### src/rtl/edge_scan_ctrl_if.sv
// Frame-buffer read port and edge-detector streaming port of edge_scan_ctrl.
// master = scan controller, slave = memory/detector side.
interface edge_scan_ctrl_if #(
  parameter int ADDR_W = 19
);
  logic              mem_rd;
  logic [ADDR_W-1:0] mem_addr;
  logic [9:0]        mem_data;
  logic              det_clr_n;
  logic              det_en;
  logic [9:0]        det_row;
  logic [9:0]        det_col;
  logic              det_hscan;
  logic              det_vscan;
  logic [9:0]        det_data;
  logic [19:0]       det_row_bounds;
  logic [19:0]       det_col_bounds;
  logic [1:0]        det_finish;

  modport master (
    output mem_rd, mem_addr, det_clr_n, det_en, det_row, det_col,
           det_hscan, det_vscan, det_data,
    input  mem_data, det_row_bounds, det_col_bounds, det_finish
  );

  modport slave (
    input  mem_rd, mem_addr, det_clr_n, det_en, det_row, det_col,
           det_hscan, det_vscan, det_data,
    output mem_data, det_row_bounds, det_col_bounds, det_finish
  );
endinterface

### src/rtl/edge_scan_ctrl.sv
// Bounding-box search sequencer: clears the edge detector, streams the frame
// row-major then column-major, waits for finish and latches the box edges.
module edge_scan_ctrl #(
  parameter int H_RES       = 640,
  parameter int V_RES       = 480,
  parameter int ADDR_W      = 19,
  parameter int RD_LAT      = 1,
  parameter int FIN_TIMEOUT = 16
) (
  input  logic       clk,
  input  logic       rst,
  input  logic       start,
  input  logic       abort,
  output logic       busy,
  output logic       done,
  output logic       err,
  output logic [9:0] box_top,
  output logic [9:0] box_bottom,
  output logic [9:0] box_left,
  output logic [9:0] box_right,
  output logic       box_valid,
  edge_scan_ctrl_if.master bus
);

  localparam int CNT_MAX = (FIN_TIMEOUT > RD_LAT) ? FIN_TIMEOUT : RD_LAT;
  localparam int CNT_W   = $clog2(CNT_MAX + 1);

  typedef enum logic [2:0] {
    S_IDLE, S_CLR, S_HSCAN, S_HDRAIN, S_VSCAN, S_VDRAIN, S_WAIT_FIN, S_DONE
  } state_t;

  state_t                   state_q;
  logic                     busy_q, done_q, err_q, box_valid_q, clr_n_q, mem_rd_q;
  logic [9:0]               top_q, bottom_q, left_q, right_q;
  logic [9:0]               row_q, col_q;
  logic [ADDR_W-1:0]        addr_q;
  logic [CNT_W-1:0]         cnt_q;
  logic [RD_LAT-1:0]        pipe_en_q, pipe_h_q, pipe_v_q;
  logic [RD_LAT-1:0][9:0]   pipe_row_q, pipe_col_q;

  logic col_end, row_end, last_px, drain_end, wait_end, kill;

  assign col_end   = (col_q == 10'(H_RES - 1));
  assign row_end   = (row_q == 10'(V_RES - 1));
  assign last_px   = col_end && row_end;
  assign drain_end = (cnt_q == CNT_W'(RD_LAT - 1));
  assign wait_end  = (cnt_q == CNT_W'(FIN_TIMEOUT - 1));
  assign kill      = abort && (state_q != S_IDLE);

  always_ff @(posedge clk or negedge rst) begin
    if (!rst) begin
      state_q     <= S_IDLE;
      busy_q      <= 1'b0;
      done_q      <= 1'b0;
      err_q       <= 1'b0;
      box_valid_q <= 1'b0;
      clr_n_q     <= 1'b1;
      mem_rd_q    <= 1'b0;
      top_q       <= '0;
      bottom_q    <= '0;
      left_q      <= '0;
      right_q     <= '0;
      row_q       <= '0;
      col_q       <= '0;
      addr_q      <= '0;
      cnt_q       <= '0;
      pipe_en_q   <= '0;
      pipe_h_q    <= '0;
      pipe_v_q    <= '0;
      pipe_row_q  <= '0;
      pipe_col_q  <= '0;
    end else begin
      done_q <= 1'b0;
      // Tags ride alongside the outstanding read so they emerge with its data.
      for (int unsigned i = RD_LAT - 1; i > 0; i--) begin
        pipe_en_q[i]  <= pipe_en_q[i-1];
        pipe_h_q[i]   <= pipe_h_q[i-1];
        pipe_v_q[i]   <= pipe_v_q[i-1];
        pipe_row_q[i] <= pipe_row_q[i-1];
        pipe_col_q[i] <= pipe_col_q[i-1];
      end
      pipe_en_q[0]  <= mem_rd_q;
      pipe_h_q[0]   <= mem_rd_q && (state_q == S_HSCAN);
      pipe_v_q[0]   <= mem_rd_q && (state_q == S_VSCAN);
      pipe_row_q[0] <= row_q;
      pipe_col_q[0] <= col_q;

      if (kill) begin
        state_q     <= S_IDLE;
        busy_q      <= 1'b0;
        mem_rd_q    <= 1'b0;
        box_valid_q <= 1'b0;
        clr_n_q     <= 1'b1;
        pipe_en_q   <= '0;
        pipe_h_q    <= '0;
        pipe_v_q    <= '0;
        pipe_row_q  <= '0;
        pipe_col_q  <= '0;
      end else begin
        unique case (state_q)
          S_IDLE: begin
            if (start) begin
              state_q     <= S_CLR;
              busy_q      <= 1'b1;
              box_valid_q <= 1'b0;
              err_q       <= 1'b0;
              clr_n_q     <= 1'b0;
            end
          end
          S_CLR: begin
            clr_n_q  <= 1'b1;
            row_q    <= '0;
            col_q    <= '0;
            addr_q   <= '0;
            mem_rd_q <= 1'b1;
            state_q  <= S_HSCAN;
          end
          S_HSCAN: begin
            if (last_px) begin
              mem_rd_q <= 1'b0;
              cnt_q    <= '0;
              state_q  <= S_HDRAIN;
            end else begin
              addr_q <= addr_q + ADDR_W'(1);
              if (col_end) begin
                col_q <= '0;
                row_q <= row_q + 10'd1;
              end else begin
                col_q <= col_q + 10'd1;
              end
            end
          end
          S_HDRAIN: begin
            if (drain_end) begin
              row_q    <= '0;
              col_q    <= '0;
              addr_q   <= '0;
              mem_rd_q <= 1'b1;
              state_q  <= S_VSCAN;
            end else begin
              cnt_q <= cnt_q + CNT_W'(1);
            end
          end
          S_VSCAN: begin
            if (last_px) begin
              mem_rd_q <= 1'b0;
              cnt_q    <= '0;
              state_q  <= S_VDRAIN;
            end else if (row_end) begin
              row_q  <= '0;
              col_q  <= col_q + 10'd1;
              addr_q <= ADDR_W'(col_q) + ADDR_W'(1);
            end else begin
              row_q  <= row_q + 10'd1;
              addr_q <= addr_q + ADDR_W'(H_RES);
            end
          end
          S_VDRAIN: begin
            if (drain_end) begin
              cnt_q   <= '0;
              state_q <= S_WAIT_FIN;
            end else begin
              cnt_q <= cnt_q + CNT_W'(1);
            end
          end
          S_WAIT_FIN: begin
            if (bus.det_finish == 2'b11) begin
              top_q    <= bus.det_row_bounds[9:0];
              bottom_q <= bus.det_row_bounds[19:10];
              left_q   <= bus.det_col_bounds[9:0];
              right_q  <= bus.det_col_bounds[19:10];
              state_q  <= S_DONE;
            end else if (wait_end) begin
              err_q   <= 1'b1;
              state_q <= S_DONE;
            end else begin
              cnt_q <= cnt_q + CNT_W'(1);
            end
          end
          S_DONE: begin
            done_q      <= 1'b1;
            box_valid_q <= ~err_q;
            busy_q      <= 1'b0;
            state_q     <= S_IDLE;
          end
        endcase
      end
    end
  end

  assign busy       = busy_q;
  assign done       = done_q;
  assign err        = err_q;
  assign box_valid  = box_valid_q;
  assign box_top    = top_q;
  assign box_bottom = bottom_q;
  assign box_left   = left_q;
  assign box_right  = right_q;

  assign bus.mem_rd    = mem_rd_q;
  assign bus.mem_addr  = addr_q;
  assign bus.det_clr_n = clr_n_q;
  assign bus.det_en    = pipe_en_q[RD_LAT-1];
  assign bus.det_hscan = pipe_h_q[RD_LAT-1];
  assign bus.det_vscan = pipe_v_q[RD_LAT-1];
  assign bus.det_row   = pipe_row_q[RD_LAT-1];
  assign bus.det_col   = pipe_col_q[RD_LAT-1];
  assign bus.det_data  = pipe_en_q[RD_LAT-1] ? bus.mem_data : '0;

endmodule

### src/flat_wrapper.sv
// flat-port wrapper written by rule: the top's interface ports become plain ports
module edge_scan_ctrl_flat 
#(
  parameter int H_RES       = 640,
  parameter int V_RES       = 480,
  parameter int ADDR_W      = 19,
  parameter int RD_LAT      = 1,
  parameter int FIN_TIMEOUT = 16
)
  (clk, rst, start, abort, busy, done, err, box_top, box_bottom, box_left, box_right, box_valid, bus_mem_rd, bus_mem_addr, bus_det_clr_n, bus_det_en, bus_det_row, bus_det_col, bus_det_hscan, bus_det_vscan, bus_det_data, bus_mem_data, bus_det_row_bounds, bus_det_col_bounds, bus_det_finish);
  edge_scan_ctrl_if #(.ADDR_W(ADDR_W)) bus_i ();
  input  logic clk;
  input  logic rst;
  input  logic start;
  input  logic abort;
  output logic busy;
  output logic done;
  output logic err;
  output logic [9:0] box_top;
  output logic [9:0] box_bottom;
  output logic [9:0] box_left;
  output logic [9:0] box_right;
  output logic box_valid;
  output wire logic [$bits(bus_i.mem_rd)-1:0] bus_mem_rd;
  output wire logic [$bits(bus_i.mem_addr)-1:0] bus_mem_addr;
  output wire logic [$bits(bus_i.det_clr_n)-1:0] bus_det_clr_n;
  output wire logic [$bits(bus_i.det_en)-1:0] bus_det_en;
  output wire logic [$bits(bus_i.det_row)-1:0] bus_det_row;
  output wire logic [$bits(bus_i.det_col)-1:0] bus_det_col;
  output wire logic [$bits(bus_i.det_hscan)-1:0] bus_det_hscan;
  output wire logic [$bits(bus_i.det_vscan)-1:0] bus_det_vscan;
  output wire logic [$bits(bus_i.det_data)-1:0] bus_det_data;
  input wire logic [$bits(bus_i.mem_data)-1:0] bus_mem_data;
  input wire logic [$bits(bus_i.det_row_bounds)-1:0] bus_det_row_bounds;
  input wire logic [$bits(bus_i.det_col_bounds)-1:0] bus_det_col_bounds;
  input wire logic [$bits(bus_i.det_finish)-1:0] bus_det_finish;
  assign bus_mem_rd = bus_i.mem_rd;
  assign bus_mem_addr = bus_i.mem_addr;
  assign bus_det_clr_n = bus_i.det_clr_n;
  assign bus_det_en = bus_i.det_en;
  assign bus_det_row = bus_i.det_row;
  assign bus_det_col = bus_i.det_col;
  assign bus_det_hscan = bus_i.det_hscan;
  assign bus_det_vscan = bus_i.det_vscan;
  assign bus_det_data = bus_i.det_data;
  assign bus_i.mem_data = bus_mem_data;
  assign bus_i.det_row_bounds = bus_det_row_bounds;
  assign bus_i.det_col_bounds = bus_det_col_bounds;
  assign bus_i.det_finish = bus_det_finish;
  edge_scan_ctrl #(.H_RES(H_RES), .V_RES(V_RES), .ADDR_W(ADDR_W), .RD_LAT(RD_LAT), .FIN_TIMEOUT(FIN_TIMEOUT)) u_core (.clk(clk), .rst(rst), .start(start), .abort(abort), .busy(busy), .done(done), .err(err), .box_top(box_top), .box_bottom(box_bottom), .box_left(box_left), .box_right(box_right), .box_valid(box_valid), .bus(bus_i));
endmodule
### config.mk
export PLATFORM = sky130hd
export DESIGN_NAME = edge_scan_ctrl_flat
export DESIGN_NICKNAME = d
export VERILOG_FILES = /design/src/rtl/edge_scan_ctrl_if.sv /design/src/rtl/edge_scan_ctrl.sv /design/src/flat_wrapper.sv
export SDC_FILE = /design/constraint.sdc
export NUM_CORES = 1
export LEC_CHECK = 0
export ABC_AREA = 1
export BUFFER_PORTS_ARGS = -buffer_cell sky130_fd_sc_hd__buf_2
export CORE_UTILIZATION = 49
export DETAILED_ROUTE_END_ITERATION = 10
export PLACE_DENSITY = 0.88
export SYNTH_ARGS = -nofsm -noshare
export SYNTH_HDL_FRONTEND = slang
export SYNTH_SLANG_ARGS = --single-unit
### constraint.sdc
create_clock -name clk -period 2 [get_ports clk]
set_clock_uncertainty 0.2 [all_clocks]
set_input_delay 0.2 -clock clk [delete_from_list [all_inputs] [get_ports clk]]
set_output_delay 0.2 -clock clk [all_outputs]
set_load 0.005 [all_outputs]
==> run metrics <==
status=finished, violations left; violated checks=setup timing; final setup TNS=-3159 ps; Die Ht=116.1 um; Post-Route WL=20780 um; Synth top area share=45.12%; cell row count=41; Post-synth EDFFs=0; post-layout minimum cycle time=2144 ps; WP data required=2100 ps; DRC Markers=0; Synth area leader=dfrtp_1; PD cells=1238 mW/mm^2; I/O Pins=154; R2R setup slack=-140 ps; placed insts=1100; clock buffer depth=2; worst vdd ir=0.0006199 V; Post-Synth Adder-Cell Area=2.158%; First DRT Iteration DRCs=616; Worst Path Max Fanout=7; Post-Layout Cell Count=1198; initial cell density of the core=50.33%; Final Hold Vio Count=0; Total GRT Usage=28.35%; dpl ws=-99.19 ps; max_slew headroom=55.45%; Top cell by count, worst path=buf_4; reg-to-reg endpoint=u_core.bus.mem_addr[6]; synth cell count leaders=234 x nand2_1, 115 x dfrtp_1, 91 x inv_1; CTS tree=yes; layout cell share with drive strength beyond 1=38.60%; fmax=0.4663 GHz; largest family of logic cells by synthesized area=simple AND/OR/NAND/NOR gates; top_reg_cell synth=dfrtp_1; CP delay by family, top=buffers and inverters; first-pass GRT wire length=29260 um; Seq/Total Area, Yosys=45.54%; final setup vio count=43; unique cell type count in the Yosys netlist=44; max_cap viols=0; Port Buffers=153; RSZ-0062 raised after global routing=true; length in cells of the worst reg-to-reg path=11; synthesized cell area=0.006377 mm^2; Synth Area in Compound Gates=7.809%; Tcrit/Tclk final=107.2%; CTS Sinks=116; slowest stage delay, CP=410 ps; Slew Limit Fails=0; cells after synthesis=755; Async SR Flop Fraction=100.0%; die width=116.1 um; leakage=4.938 nW; Crit. End Element=flop; startpoint types=flop; Reg2Reg Launch Point=u_core.state_q[0]; H-tree levels=4; synth top area cells=dfrtp_1 45%, nand2_1 14%, mux2_2 7.1%, inv_1 5.4%, nand3_1 4.6%; ANT nets after route=0; slew of the pin with the lowest slew margin=668.3 ps; First-pass DRT Iterations=6; crit path DAT=2240 ps; average size of a mapped cell=8.447 um^2; CORE AREA=0.01267 mm^2; DR WL/cell=17.34 um; Vias/cell=5.487; syn nets=822; gpl congestion=0.8798; detailed placer's ending HPWL=11230 um; die area=0.01348 mm^2; crit path buf inv count=4; WS Path Type=reg -> reg; worst-path cell chain=buf_4 > ha_2 > nand2_4 > buf_4 > nand3_2 > nand3_2 > inv_4 > nand3_4 > buf_4 > nand2_1 > nand2_1; CTS Buf Count=17; Nets=1080; vias in the first global route=6162; multiplexer area fraction after synthesis=7.063%; worst setup margin=-144.4 ps; Power Total=0.01145 W; CP max stage cell=dfrtp_1; Yosys reg bits=116; largest net degree at the start of global routing=67; Overflow after GRT=0; root buffer cell=clkbuf_16; count leader, synth=nand2_1; xor and xnor area share after synthesis=1.099%; Synth Area in Simple Gates=28.09%; Clock transition at path regs=60 ps; Hold Path Class=in -> async; Antenna diodes=0; Worst-Skew Late Latency=420 ps; P&R area growth vs syn=45.01%; Syn. warnings=0; routed via count=6574; Finished Cell Area=0.009248 mm^2; initial antenna violation count=0; Area after DPL=0.007582 mm^2
[cells by family after synthesis]
kind of cell | count (synthesis)
fa+ha+maj | 11
flops | 116
compound gates | 75
simple gates | 391
xor+xnor | 8
mux | 40
buf+inv | 114
[layout make-up]
class	instances	area [um^2]
clock inverters	14	175.2
well taps	172	215.2
multi-input cells	526	3251
fillers	770	3423
inverters	95	387.9
clock buffers	18	429.2
repair buffers	256	1873
flip-flops and latches	116	2905
repair inverters	1	11.26
[power breakdown]
part | internal (W) | switching, W
combinational | 0.00229 | 0.00272
clock | 0.00197 | 0.00118
sequential | 0.00288 | 0.000414
[state kept, by name (all words and copies together) (netlist names), 3 cells and up]
name / flops
u_core.bus.det_col: 10
u_core.cnt_q: 5
u_core.box_left: 10
u_core.box_top: 10
u_core.state_q: 3
u_core.row_q: 10
u_core.bus.mem_addr: 19
u_core.box_right: 10
u_core.bus.det_row: 10
u_core.box_bottom: 10
u_core.col_q: 10
[cells in the final DEF, fill, tap and decap left out, drive strengths merged, types with 3 or more instances in the layout]
cell type | netlist | layout
a21oi | 8 | 8
a22oi | 3 | 3
buf | 17 | 209
bufinv | 0 | 3
clkbuf | 2 | 22
clkinv | 0 | 5
clkinvlp | 0 | 4
dfrtp | 115 | 115
dlygate4sd3 | 0 | 43
ha | 11 | 11
inv | 95 | 98
mux2 | 40 | 40
nand2 | 239 | 239
nand3 | 66 | 67
nand4 | 11 | 11
nor2 | 68 | 68
nor3 | 3 | 3
o21ai | 52 | 52
o21bai | 5 | 5
xor2 | 7 | 7
[routing by layer]
layer  vias to the layer above  GRT usage [%]  routed length, um
li1                       2948              -                  -
met1                      3140          31.37               7491
met2                       392          51.90              10920
met3                        94          6.119               1611
met4                         0          12.82                751
met5                         -              0                  0
[how the worst max path moves through the flow]
stage	startpoint	end	slack, ps	cells past startpoint
6_report	u_core.state_q[0]	u_core.bus.mem_addr[6]	-140	11
2_1_floorplan	u_core.state_q[0]	u_core.col_q[6]	20	12
5_1_grt	u_core.state_q[0]	u_core.col_q[6]	-190	11
4_1_cts	u_core.row_q[0]	u_core.cnt_q[0]	8	9
3_3_place_gp	u_core.state_q[1]	u_core.col_q[6]	-30	13
3_5_place_dp	u_core.state_q[0]	u_core.col_q[3]	-100	13
[what timing repair did]
item,CTS,global route
gates cloned,2,5
endpoints found under the hold margin,161,0
hold buffers,43,0
setup endpoints to repair,81,68
setup buffers,5,11
resized for setup,21,85
pin swaps,2,29
[metrics by stage]
step	utilization [%]	hold slack, ps
after floorplan	-	-295.6
after global placement	59.84	35.10
after detailed placement	59.84	35.74
after CTS	69.23	136.2
after global routing	72.98	203.3
final	72.98	151.0
[tightest hold or removal path, cell delays in order]
cell and delay (ps):
dlygate4sd3_1 550, buf_4 130, buf_12 290
No activity file was read; power rests on OpenSTA's default activity.
